## src/rtl/toggle_activity_counter.sv

```systemverilog
// Switching-activity monitor: samples a bus of monitored nets every clock
// inside a start/stop measurement window and keeps a saturating per-net
// toggle count plus a saturating total over all nets. A sticky flag records
// that some count has hit its ceiling. One registered read port returns a
// selected per-net count.
//
// Handshake: start, stop and clear are single-cycle pulses sampled on the
// rising clock edge; there is no back-pressure and every sampled pulse acts
// on that edge.
module toggle_activity_counter #(
   parameter int W     = 8,
   parameter int CNT_W = 16,
   parameter int TOT_W = 24,
   parameter int SEL_W = 3
) (
   input  logic             clk,
   input  logic             reset,
   input  logic             start,
   input  logic             stop,
   input  logic             clear,
   input  logic [W-1:0]     mon,
   input  logic [SEL_W-1:0] rd_sel,
   output logic [CNT_W-1:0] rd_data,
   output logic [TOT_W-1:0] total,
   output logic             busy,
   output logic             sat
);

   localparam logic [1:0] ST_IDLE  = 2'd0;
   localparam logic [1:0] ST_ARM   = 2'd1;
   localparam logic [1:0] ST_COUNT = 2'd2;

   localparam int POP_W = $clog2(W + 1);

   localparam logic [CNT_W-1:0] CNT_MAX = {CNT_W{1'b1}};
   localparam logic [TOT_W-1:0] TOT_MAX = {TOT_W{1'b1}};

   logic [1:0]       state_q, state_d;
   logic [W-1:0]     prev_q, prev_d;
   logic [CNT_W-1:0] cnt_q [W];
   logic [CNT_W-1:0] cnt_d [W];
   logic [TOT_W-1:0] total_q, total_d;
   logic             sat_q, sat_d;
   logic             busy_q;
   logic [CNT_W-1:0] rd_data_q, rd_data_d;

   logic [W-1:0]     tog;
   logic [POP_W-1:0] pop;
   logic [TOT_W:0]   tot_sum;

   // Window FSM: IDLE -> ARM (baseline sample) -> COUNT -> IDLE.
   always_comb begin
      state_d = state_q;
      case (state_q)
         ST_IDLE: begin
            // start and stop together cancel each other.
            if (start && !stop) state_d = ST_ARM;
         end
         ST_ARM: begin
            state_d = stop ? ST_IDLE : ST_COUNT;
         end
         ST_COUNT: begin
            // start is ignored while counting.
            if (stop) state_d = ST_IDLE;
         end
         default: state_d = ST_IDLE;
      endcase
   end

   // Toggle detection and saturating count/total update; clear wins over increments.
   always_comb begin
      prev_d  = prev_q;
      tog     = '0;
      cnt_d   = cnt_q;
      total_d = total_q;
      sat_d   = sat_q;
      pop     = '0;
      tot_sum = '0;

      if (state_q == ST_ARM) begin
         prev_d = mon;
      end else if (state_q == ST_COUNT) begin
         // The stop cycle's toggles are still counted here.
         tog    = mon ^ prev_q;
         prev_d = mon;
      end

      for (int i = 0; i < W; i++) begin
         if (tog[i]) begin
            pop = pop + POP_W'(1);
            if (cnt_q[i] == CNT_MAX) sat_d = 1'b1;
            else                     cnt_d[i] = cnt_q[i] + CNT_W'(1);
         end
      end

      tot_sum = {1'b0, total_q} + (TOT_W + 1)'(pop);
      if (tot_sum > {1'b0, TOT_MAX}) begin
         total_d = TOT_MAX;
         sat_d   = 1'b1;
      end else begin
         total_d = tot_sum[TOT_W-1:0];
      end

      // clear zeroes the counts in any state but leaves prev and the FSM alone.
      if (clear) begin
         for (int i = 0; i < W; i++) cnt_d[i] = '0;
         total_d = '0;
         sat_d   = 1'b0;
      end
   end

   // Read mux over the pre-update counts; out-of-range selects return zero.
   always_comb begin
      rd_data_d = '0;
      for (int i = 0; i < W; i++) begin
         if (SEL_W'(i) == rd_sel) rd_data_d = cnt_q[i];
      end
   end

   // State, datapath and read register update with synchronous reset.
   always_ff @(posedge clk) begin
      if (reset) begin
         state_q   <= ST_IDLE;
         prev_q    <= '0;
         for (int i = 0; i < W; i++) cnt_q[i] <= '0;
         total_q   <= '0;
         sat_q     <= 1'b0;
         busy_q    <= 1'b0;
         rd_data_q <= '0;
      end else begin
         state_q   <= state_d;
         prev_q    <= prev_d;
         for (int i = 0; i < W; i++) cnt_q[i] <= cnt_d[i];
         total_q   <= total_d;
         sat_q     <= sat_d;
         busy_q    <= (state_d != ST_IDLE);
         rd_data_q <= rd_data_d;
      end
   end

   assign rd_data = rd_data_q;
   assign total   = total_q;
   assign busy    = busy_q;
   assign sat     = sat_q;

endmodule

```

## config.mk

```make
export PLATFORM = sky130hd
export DESIGN_NAME = toggle_activity_counter
export DESIGN_NICKNAME = d
export VERILOG_FILES = /design/src/rtl/toggle_activity_counter.sv
export SDC_FILE = /design/constraint.sdc
export NUM_CORES = 1
export LEC_CHECK = 0
export CORE_ASPECT_RATIO = 0.9
export CORE_MARGIN = 1
export CORE_UTILIZATION = 60
export CTS_CLUSTER_SIZE = 8
export DETAILED_ROUTE_END_ITERATION = 7
export MAX_ROUTING_LAYER = met4
export PLACE_DENSITY = 0.79
export SLEW_MARGIN = 25
export SYNTH_ARGS = -nofsm -noshare
export SYNTH_HDL_FRONTEND = slang
export SYNTH_SLANG_ARGS = --single-unit
```

## constraint.sdc

```tcl
create_clock -name clk -period 16.28 [get_ports clk]
set_input_delay 4.07 -clock clk [delete_from_list [all_inputs] [get_ports clk]]
set_output_delay 4.07 -clock clk [all_outputs]
set_load 0.01 [all_outputs]
```

==> results.md, run 1 <==
- The class of the worst hold path is register to register.
- The via count of the first global-routing pass is 7281.
- The final wirelength is 22500 um.
- The worst setup path is of the input pin to register kind.
- The starting utilization of the core area is 62.6%.
- On the critical path, the stage with the largest delay is an instance of nand2_1.
- The core region is 15000 sq um.
- Based on the critical path, the design can be clocked at up to 0.0989 GHz.
- The data arrival at the endpoint of the critical path is 10.46 ns.
- The adder-cell share of the synthesized area is 3.42%.
- Summing over every cut layer, the via total after detailed routing is 7949.
- The startpoint type of the worst setup path is an input pin.
- The register-to-register setup slack is 9.03 ns.
- By area the synthesized netlist is led by dfxtp_1 38%, xor2_1 8.3%, nor2_1 6.5%, xnor2_1 4.6%, a21oi_1 4.0%.
- The prevailing post-synth register cell is dfxtp_1.
- The critical path ends at sat.
- The number of fill cells is 1170.
- The synthesized netlist cell count is 1077.
- The portion of synthesized cell area occupied by the leading cell type is 38.4%.
- Setup repair after global routing left no endpoint under its margin.
- The total overflow left after global routing is 0.
- The source of the worst register-to-register timing path is state_q[1].
- Yosys mapped the design onto 59 distinct sky130hd cell types.
- The fraction of the mapped netlist area in compound gates is 11.3%.
- From synthesis to final layout, the design area changed by 14.2%.
- The clock drives 180 sinks.
- The overall die area is 16100 sq um.
- The required time at the endpoint of the critical path is 16.64 ns.
- For the pin with the worst max-slew slack, the measured transition is 0.871 ns.
- Among the stages of the critical path, the cell type that occurs most often is ha_1.
- After the first detailed-routing iteration, the DRC count stood at 797.
- Setup violations remaining at the end of the flow were counted as 0.
- Counting the buffers created by CTS gives 17.
- The via-per-instance ratio is 6.01.
- The number of pins with negative max-slew slack in the final report came to 0.
- After synthesis, the largest family of logic cells by area is simple AND/OR/NAND/NOR gates.
- The register area share after synthesis is 38.4%.
- The congestion estimate from routability-driven global placement came to 0.892.
- Buffers placed on the I/O ports in this run total 57.
- The max-cap check violation count is 0.
- The synthesized netlist devotes 13.9% of its cell area to XOR and XNOR gates.
- The number of antenna violations at the first check in global routing came to 0.
- In this run the worst path has a maximum fanout of 20.
- The average wire length per cell after detail routing is 17.0 um.
- Clock skew on the completed layout was measured at 0.0162 ns.
- The startpoint of the worst setup timing path is mon[1].
- The number of antenna diodes is 0.
- The final hold violation count is 0.
- The post-synthesis instance area is 9370 sq um.
- The post-synthesis average cell area is 8.70 sq um.
- Entering global routing, the biggest net connects 80 pins.
- For this run, the detailed router's first-pass iteration total came to 5.
- dfxtp_1 takes more of the synthesized area than any other cell.
- The placement row count is 42.
- The layout net count is 1153.
- In this run the vertical extent of the chip is 121 um.
- The count of H-tree levels built during CTS is 4.
- In the finished design, the share of the clock period the worst path needs comes to 62.1%.
- Final hold analysis gives a worst-case slack of 0.510 ns.
- The synthesized net count is 1118.
- The worst reg-to-reg path cell count is 26.
- In this run the tightest slew margin relative to its limit is 41.9%.
- The remaining routing DRC violations is 0.
- The worst register-to-register path ends at sat.
- Of all flip-flops after synthesis, the portion carrying an async set or reset was 0%.
- No sink is reached through more buffers than the 2 on the longest clock path.
- In this run, post-CTS repair resized a total of 0 instances.
- The shortest period the worst path allows is 10.11 ns.
- The first global-routing pass estimated 36600 um of wire.
- Across the VDD grid, the largest voltage drop is 109 uV.
- Yosys mapped a number of flops with a built-in enable equal to 0.
- The clock latency at the later pin of the worst-skew pair is 0.44 ns.
- The type of destination of the critical path is a register.
- The run finished with clean final reports.
- The count of nets left with antenna violations once routing finished came out at 0.
- The number of warnings printed during yosys synthesis is 0.
- Global routing used 29.7% of the available tracks across all layers.
- The layout cell share with drive strength beyond 1 is 5.69%.
- Counting flops and latches in the post-synthesis netlist gives 180.
- After Yosys synthesis, and, or, nand and nor cells account for 22.5% of the synthesized area.
- The number of setup buffers added after CTS is 0.
- Along the worst hold path, the cell count comes to 2.
- The die span in x is 134 um.
- In this run, post-CTS hold repair placed 0 buffers.
- The root buffer selected by CTS is clkbuf_16.
- The clock transition at the registers of the reported paths is 0.07 ns.
- In this run the static leakage power is 3.77 nW.
- The total power per unit cell area is 90.2 nW/um^2.
- For this run, the slowest stage of the critical path takes 0.61 ns.
- TritonCTS built the clock tree.
- Setup total negative slack on the finished layout was measured at 0 ns.
- In the synthesized netlist, mux cells make up 7.81% of the area.
- The wire-length estimate of the detail-placed layout is 15600 um.
- The number of placed I/O pins is 58.
## state kept, by name, indices dropped and copies added, names as in the netlist
register,cells
cnt_q,128
total,24
rd_data,16
prev_q,8
state_q,2
busy,1
sat,1
## stage by stage
stage               instances  util (%)  total power, mW  area [sq um]  setup WS (ns)
floorplan                1077         -            0.501          9370           6.90
detailed placement       1291      67.1            0.519         10100           5.80
global placement         1291      67.1            0.518         10100           6.06
finish                   1323      71.5            0.965         10700           6.17
global route             1323      71.5            0.994         10700           5.89
CTS                      1323      71.5            0.967         10700           6.24
## kinds of logic after synthesis
logic type	count (synthesis)
buffers and inverters	63
XOR/XNOR	142
AO/OA/AOI/OAI	177
AND/OR/NAND/NOR	437
adder cells (fa/ha/maj)	25
flip-flops	180
multiplexers	53
## worst max-delay path, delay by kind of cell
kind	cells	cell delay, ns
buffers and inverters	2	0.65
AOI/OAI and AO/OA	5	0.95
xor gates and xnor gates	6	0.92
and+or+nand+nor	7	2.31
adders and majority gates	5	1.56
## cell usage after synthesis, types with 4 or more instances
| cell | instances |
|---|---|
| dfxtp_1 | 180 |
| nor2_1 | 162 |
| xor2_1 | 89 |
| nand2_1 | 77 |
| a21oi_1 | 74 |
| nand3_1 | 59 |
| o21ai_0 | 51 |
| xnor2_1 | 49 |
| clkbuf_1 | 40 |
| mux2i_1 | 36 |
| nand4_1 | 32 |
| ha_1 | 24 |
| and3_1 | 23 |
| inv_1 | 17 |
| mux4_2 | 16 |
| a221o_1 | 15 |
| and4_1 | 15 |
| nor3_1 | 15 |
| or3_1 | 14 |
| nor2b_1 | 9 |
| a211oi_1 | 6 |
| a31oi_1 | 6 |
| and2_1 | 6 |
| and3b_1 | 4 |
| nor3b_1 | 4 |
| nor4_1 | 4 |
| or2_2 | 4 |
## where the power goes
group | internal [mW] | switching (mW) | leakage, nW | total [mW]
clock network | 0.274 | 0.181 | 0.312 | 0.456
registers | 0.444 | 0.00259 | 1.45 | 0.447
logic | 0.0263 | 0.0360 | 2.01 | 0.0623
## layout make-up
class,count,area (sq um),share of cell area (%)
Multi-Input combinational cell,834,5540,51.7
Sequential cell,180,3600,33.7
Timing Repair Buffer,61,596,5.56
Clock buffer,17,425,3.97
Tap cell,198,248,2.31
Clock inverter,15,229,2.14
Inverter,18,67.6,0.631
## metal layers
layer  track usage (%)  vias to the layer above  part of all wire (%)
met4              9.52                        0                   2.1
met1              39.9                     3783                    46
met5                 -                        -                     0
met3              5.62                       36                   6.0
met2              45.2                      258                    46
li1                  -                     3872                     -
## worst min path at each step
stage / startpoint / to
finish: cnt_q[6] / cnt_q[6]
floorplan: cnt_q[90] / cnt_q[90]
global placement: cnt_q[8] / cnt_q[8]
CTS: cnt_q[126] / cnt_q[126]
global route: cnt_q[6] / cnt_q[6]
detailed placement: cnt_q[6] / cnt_q[6]
## cells in the final DEF, fill, tap and decap left out, types with 5 or more instances in the layout
| cell type | n |
|---|---|
| and3_1 | 23 |
| and2_1 | 6 |
| a211oi_1 | 6 |
| nor3_1 | 14 |
| clkdlybuf4s50_1 | 56 |
| dfxtp_1 | 180 |
| bufinv_16 | 5 |
| inv_1 | 17 |
| clkbuf_16 | 17 |
| xnor2_1 | 49 |
| mux4_2 | 16 |
| o21ai_0 | 51 |
| nor2b_1 | 9 |
| nand3_1 | 59 |
| nand4_1 | 32 |
| a221o_1 | 15 |
| mux2i_1 | 36 |
| a31oi_1 | 6 |
| ha_1 | 24 |
| nand2_1 | 77 |
| xor2_1 | 89 |
| nor2_1 | 162 |
| or3_1 | 14 |
| and4_1 | 15 |
| a21oi_1 | 74 |
(Power assumes the default switching activity.)
==> run 2, diff against run 1 <==
Clock period 16.28 ns to 9.8 ns, I/O delays scaled along.
==> run 2 against run 1 <==
Against the previous run:
- cell count is the same
- flip-flop and latch count is the same
- clock skew shrank 0.0064 ns
- die area is the same
- clock-buffer cell count grew 1
- total power grew 62%
- hold slack is essentially flat
- sequential share of layout area grew 0.095 points
- register-to-register slack lost 6.4 ns
- global-route usage shrank 0.43 points
- wire length shrank 1.4%
- final area shrank 0.28%
==> results.md, run 2 (synthesis gave the netlist of run 1 again) <==
- Status: finished clean (unchanged).
- The switching part of the total power is 22.5% (was 22.8%).
- The transition time at the pin with the least slew margin came to 0.992 ns (was 0.871 ns).
- The worst reg-to-reg path cell count is 26 (unchanged).
- The worst-path maximum fanout is 20 (unchanged).
- The total power consumption of the routed design came to 1.57 mW (was 0.965 mW).
- The layout cell share with drive strength beyond 1 is 5.69% (unchanged).
- The number of antenna-violating nets in the routed design is 0 (unchanged).
- The area of the multi-input gates is 5540 sq um (unchanged).
- The number of input and output port buffers inserted came to 57 (unchanged).
- The root buffer selected by CTS is clkbuf_16 (unchanged).
- The placement row count is 42 (unchanged).
- The final wirelength came to 22200 um (was 22500 um).
- The maximum number of pins on one net before global-route repair is 94 (was 80).
- The post-cts gate resize count is 0 (unchanged).
- The remaining routing DRC violations is 0 (unchanged).
- The worst max-slew margin expressed relative to the limit came to 33.9% (was 41.9%).
- The footprint of the flip-flops and latches is 3600 sq um (unchanged).
- The total power per unit cell area is 147 nW/um^2 (was 90.2 nW/um^2).
- The setup TNS after final layout came to 0 ns (unchanged).
- The cell repeated most along the worst path is ha_1 (unchanged).
- The layout-stage area growth over the synthesis result is 13.9% (was 14.2%).
- The worst supply voltage drop on vdd is 177 uV (was 109 uV).
- The number of endpoints failing setup at the final stage is 0 (unchanged).
- The layout net count is 1153 (unchanged).
- The final global-route overflow total is 0 (unchanged).
- The number of setup buffers added after CTS is 0 (unchanged).
- The endpoint of the worst hold path is cnt_q[127] (was cnt_q[6]).
- The number of antenna violations at the first check in global routing is 0 (unchanged).
- The shortest period the worst path allows is 8.41 ns.
- Commonest cells after routing, fill and taps aside: 180 x dfxtp_1, 162 x nor2_1, 89 x xor2_1, 77 x nand2_1, 74 x a21oi_1 (unchanged).
- The number of optimization iterations in the first detailed-route pass is 5 (unchanged).
- The switching power of the nets is 0.351 mW (was 0.220 mW).
- The cell-internal power is 1.21 mW (was 0.745 mW).
- The starting utilization of the core area is 62.6% (unchanged).
- The wire length of the first global-routing pass is 36100 um (was 36600 um).
- The critical path start-end classification is input pin to register (unchanged).
- The number of pins with negative max-slew slack in the final report came to 0 (unchanged).
- In the finished design, the share of the clock period the worst path needs comes to 85.8%.
- The overall routing resource usage is 29.3% (was 29.7%).
- The placeable core region is 15000 sq um (unchanged).
- The register-to-register setup slack is 2.63 ns (was 9.03 ns).
- The terminus of the critical flop-to-flop path is sat (unchanged).
- The startpoint type of the worst setup path is an input pin (unchanged).
- The buffer levels on the longest clock path was 2 (unchanged).
- The clock network fraction of design power is 46.0% (was 47.2%).
- The routability congestion estimate is 0.894 (was 0.892).
- The die span in x is 134 um (unchanged).
- The number of placed I/O pins is 58 (unchanged).
- The via-per-instance ratio came to 5.98 (was 6.01).
- The vertical die dimension was 121 um (unchanged).
- The critical path's largest stage delay is 0.57 ns (was 0.61 ns).
- The register with the highest flop count was cnt_q (unchanged).
- The reported leakage power is 3.76 nW (was 3.77 nW).
- The total of hold buffers inserted after clock tree synthesis is 0 (unchanged).
- The first-iteration detailed-routing DRC count is 676 (was 797).
- The count of H-tree levels built during CTS is 4 (unchanged).
- The max-cap check violation count is 0 (unchanged).
- The number of antenna diodes is 0 (unchanged).
- The cell depth of the worst hold path came to 2 (unchanged).
- The class of the worst hold path is register to register (unchanged).
- The total CTS buffers came to 17 (unchanged).
- The TritonCTS clock tree is yes (unchanged).
- The post-place setup slack is 1.00 ns (was 5.80 ns).
- The post-route clock skew was 0.00981 ns (was 0.0162 ns).
- The type of destination of the critical path is a register (unchanged).
- The clock sink count is 180 (unchanged).
- The area of all placed cells without fillers came to 10700 sq um (about the same).
- The placed cell count came to 1291 (unchanged).
- The clock transition at the registers of the reported paths came to 0.06 ns (was 0.07 ns).
- The launch instance of the worst min-delay path is cnt_q[127] (was cnt_q[6]).
- The number of fill cells was 1157 (was 1170).
- The overall die area is 16100 sq um (unchanged).
- The source of the worst register-to-register timing path was state_q[1] (unchanged).
- The via count of the first global-routing pass came to 7180 (was 7281).
- The data arrival at the endpoint of the critical path was 8.75 ns (was 10.46 ns).
- The required time at the endpoint of the critical path is 10.15 ns (was 16.64 ns).
- The estimated wirelength of the detail-placed design is 15300 um (was 15600 um).
- The most common cell after layout, fill and taps aside is dfxtp_1 (unchanged).
- The final hold violation count came to 0 (unchanged).
- The slowest stage cell on the critical path is nand2_1 (unchanged).
- Setup repair after global routing missed its margin: false (unchanged).
- The maximum frequency from static timing analysis is 0.119 GHz.
- The total number of vias was 7917 (was 7949).
- The average wire length per cell after detail routing came to 16.8 um (was 17.0 um).
- The clock latency at the later pin of the worst-skew pair is 0.43 ns (was 0.44 ns).
- The final cell count without fillers is 1323 (unchanged).
- The flip-flop count of the largest register after layout was 128 (unchanged).
- The proportion of power drawn by flip-flops and latches is 47.4% (was 46.3%).
- The combinational group share of total power came to 6.6% (was 6.5%).
- The final worst setup slack is 1.39 ns (was 6.17 ns).
- The placed cell area is 10100 sq um (unchanged).
run 2: power groups by stage:
stage,registers [mW],clock network (mW),logic (mW)
after global placement,0.759,0,0.101
after global routing,0.743,0.766,0.112
after CTS,0.743,0.729,0.102
after floorplan,0.761,0,0.0710
after detailed placement,0.759,0,0.101
final,0.743,0.720,0.103
run 2: worst max-delay path by stage:
stage | start | endpoint | slack, ns | depth (start not counted)
floorplan | mon[1] | total[10] | 2.04 | 25
global placement | mon[1] | sat | 1.18 | 25
detailed placement | mon[1] | sat | 1.00 | 25
CTS | mon[1] | sat | 1.42 | 25
global route | mon[1] | sat | 0.96 | 25
finish | mon[1] | sat | 1.39 | 25
run 2: critical path: cells and delay by family:
family	cells	cell delay (ns)
AOI/OAI and AO/OA	5	0.96
xor gates and xnor gates	6	0.92
adders and majority gates	5	1.55
buffers and inverters	2	0.66
and+or+nand+nor	7	2.21
run 2: per-layer routing:
layer / GRT usage [%] / vias to the layer above / routed length [um]
li1: - / 3878 / -
met1: 39.3 / 3733 / 10200
met2: 44.3 / 267 / 10000
met3: 5.16 / 39 / 1450
met4: 10.7 / 0 / 565
met5: - / - / 0
run 2: area by class of cell:
type                            count  area share, %
Multi-Input combinational cell    834           51.9
Sequential cell                   180           33.8
Tap cell                          198           2.32
Inverter                           18          0.633
Timing Repair Buffer               61           5.58
Clock buffer                       18           4.11
Clock inverter                     14           1.73
run 2: per-stage QoR:
| step | utilization (%) | hold WS [ns] |
|---|---|---|
| global route | 71.3 | 0.531 |
| floorplan | - | 0.461 |
| CTS | 71.3 | 0.504 |
| global placement | 67.1 | 0.483 |
| detailed placement | 67.1 | 0.495 |
| finish | 71.3 | 0.510 |
==> RTL change: new RTL, flow settings as in run 2 <==
Register the output `total` once more, with the module's reset; this adds one clock of latency there. The other outputs are not delayed to match.
--- a/src/rtl/toggle_activity_counter.sv
+++ b/src/rtl/toggle_activity_counter.sv
@@ -141,3 +141,9 @@
    assign rd_data = rd_data_q;
-   assign total   = total_q;
+   always_ff @(posedge clk) begin
+      if (reset) begin
+         total <= '0;
+      end else begin
+         total <= total_q;
+      end
+   end
    assign busy    = busy_q;
Formal check against the unedited RTL: not equivalent (a bounded check fails within 4 cycles, from zero or initial values and one cycle with reset high).
==> RTL change against run 2 <==
The run now ends with design-rule violations left; critical path depth is 5 higher; combinational power grew 5%; setup slack better by 0.031 ns; power up 16%; sequential cell count grew 24; largest cell class unchanged; global-route usage is 0.69 points lower; design area increased by 8.4%; routed wire length rose by 7.4%; area after synthesis up 8.1%.
==> RTL change: results (changes against run 2) <==
| Metric | Value |
|---|---|
| GP Congestion | 0.919 (was 0.894) |
| First-pass GRT wire length | 39500 um (was 36100 um) |
| Mux share of post-synthesis cell area | 0.0683 (was 0.0781) |
| HPWL after DPL | 16400 um (was 15300 um) |
| Post-Synthesis Cells | 1132 (was 1077) |
| H-tree Lvls | 1 (was 4) |
| Sw Ratio | 0.217 (was 0.225) |
| Area after DPL | 10800 sq um (was 10100 sq um) |
| WP data arrival | 8.81 ns (was 8.75 ns) |
| Hold_ws | 0.466 ns (was 0.510 ns) |
| Post-route met1 wirelength | 10300 um (was 10200 um) |
| Status | finished with violations (was finished clean) |
| Clock Latency Late Sink | 0.52 ns (was 0.43 ns) |
| Reg2Reg Depth | 31 (was 26) |
| TritonRoute pass-1 iters | 8 (was 5) |
| Vias/cell | 6.04 (was 5.98) |
| R2R Setup Slk | 2.61 ns (was 2.63 ns) |
| R2R Path End | total_q[0] (was sat) |
| Critical path's slowest cell | nor3_1 (was nand2_1) |
| Number of global-route vias before repair | 7973 (was 7180) |
| Crit-path max FO | 13 (was 20) |
| GRT met3 Usage | 0.0548 (was 0.0516) |
| GRT Util Overall | 0.286 (was 0.293) |
| Syn nets | 1173 (was 1118) |
| GR Util met1 | 0.361 (was 0.393) |
| Largest net degree at the start of global routing | 76 (was 94) |
| Post-Synth Adder-Cell Area | 0.0316 (was 0.0342) |
| Hold Path Sink | total[0] (was cnt_q[127]) |
| CP peak stage delay | 0.52 ns (was 0.57 ns) |
| Hold Path Depth | 1 (was 2) |
| Failing checks | design-rule violations |
| DR DRC count | 3 (was 0) |
| Leak Pwr | 4.08 nW (was 3.76 nW) |
| DR iter-0 viols | 772 (was 676) |
| CTS Buffer Depth | 3 (was 2) |
| Met2 GRT Util | 0.448 (was 0.443) |
| Slew HR | 0.443 (was 0.339) |
| Final Core Density | 0.710 (was 0.713) |
| Vias | 8366 (was 7917) |
| Synth cell count leaders | dfxtp_1, nor2_1, xor2_1, nand2_1, a21oi_1 (unchanged) |
| Fill cells | 1285 (was 1157) |
| Pwr per Cell Area | 157 nW/um^2 (was 147 nW/um^2) |
| Post-Synth XOR/XNOR Area | 0.134 (was 0.139) |
| DR WL/cell | 17.2 um (was 16.8 um) |
| Distinct cell type count after synthesis | 61 (was 59) |
-- RTL change: cell types whose count changed after synthesis, moves of 4 or more --
cell             run 2  this run
nand3_1             59        53
dfxtp_1            180       204
xnor2_1             49        59
mux2i_1             36        32
o21ai_0             51        47
and2_1               6        11
xor2_1              89        85
nor4_1               4         8
nor3_1              15        23
o21ai_1              0         4
a211oi_1             6         2
buf_2                0         6
nor2_1             162       148
nor2b_1              9        33
-- RTL change: final cells by class --
type | instances | area share
Clock buffer | 29 | 0.0627
Clock inverter | 1 | 0.00259
Inverter | 22 | 0.00714
Multi-Input combinational cell | 859 | 0.500
Sequential cell | 204 | 0.353
Tap cell | 207 | 0.0224
Timing Repair Buffer | 63 | 0.0523
-- RTL change: cell families after synthesis --
family,after synthesis
AND/OR/NAND/NOR,462
AO/OA/AOI/OAI,174
multiplexers,49
buffers and inverters,69
adder cells (fa/ha/maj),25
flip-flops,204
XOR/XNOR,149
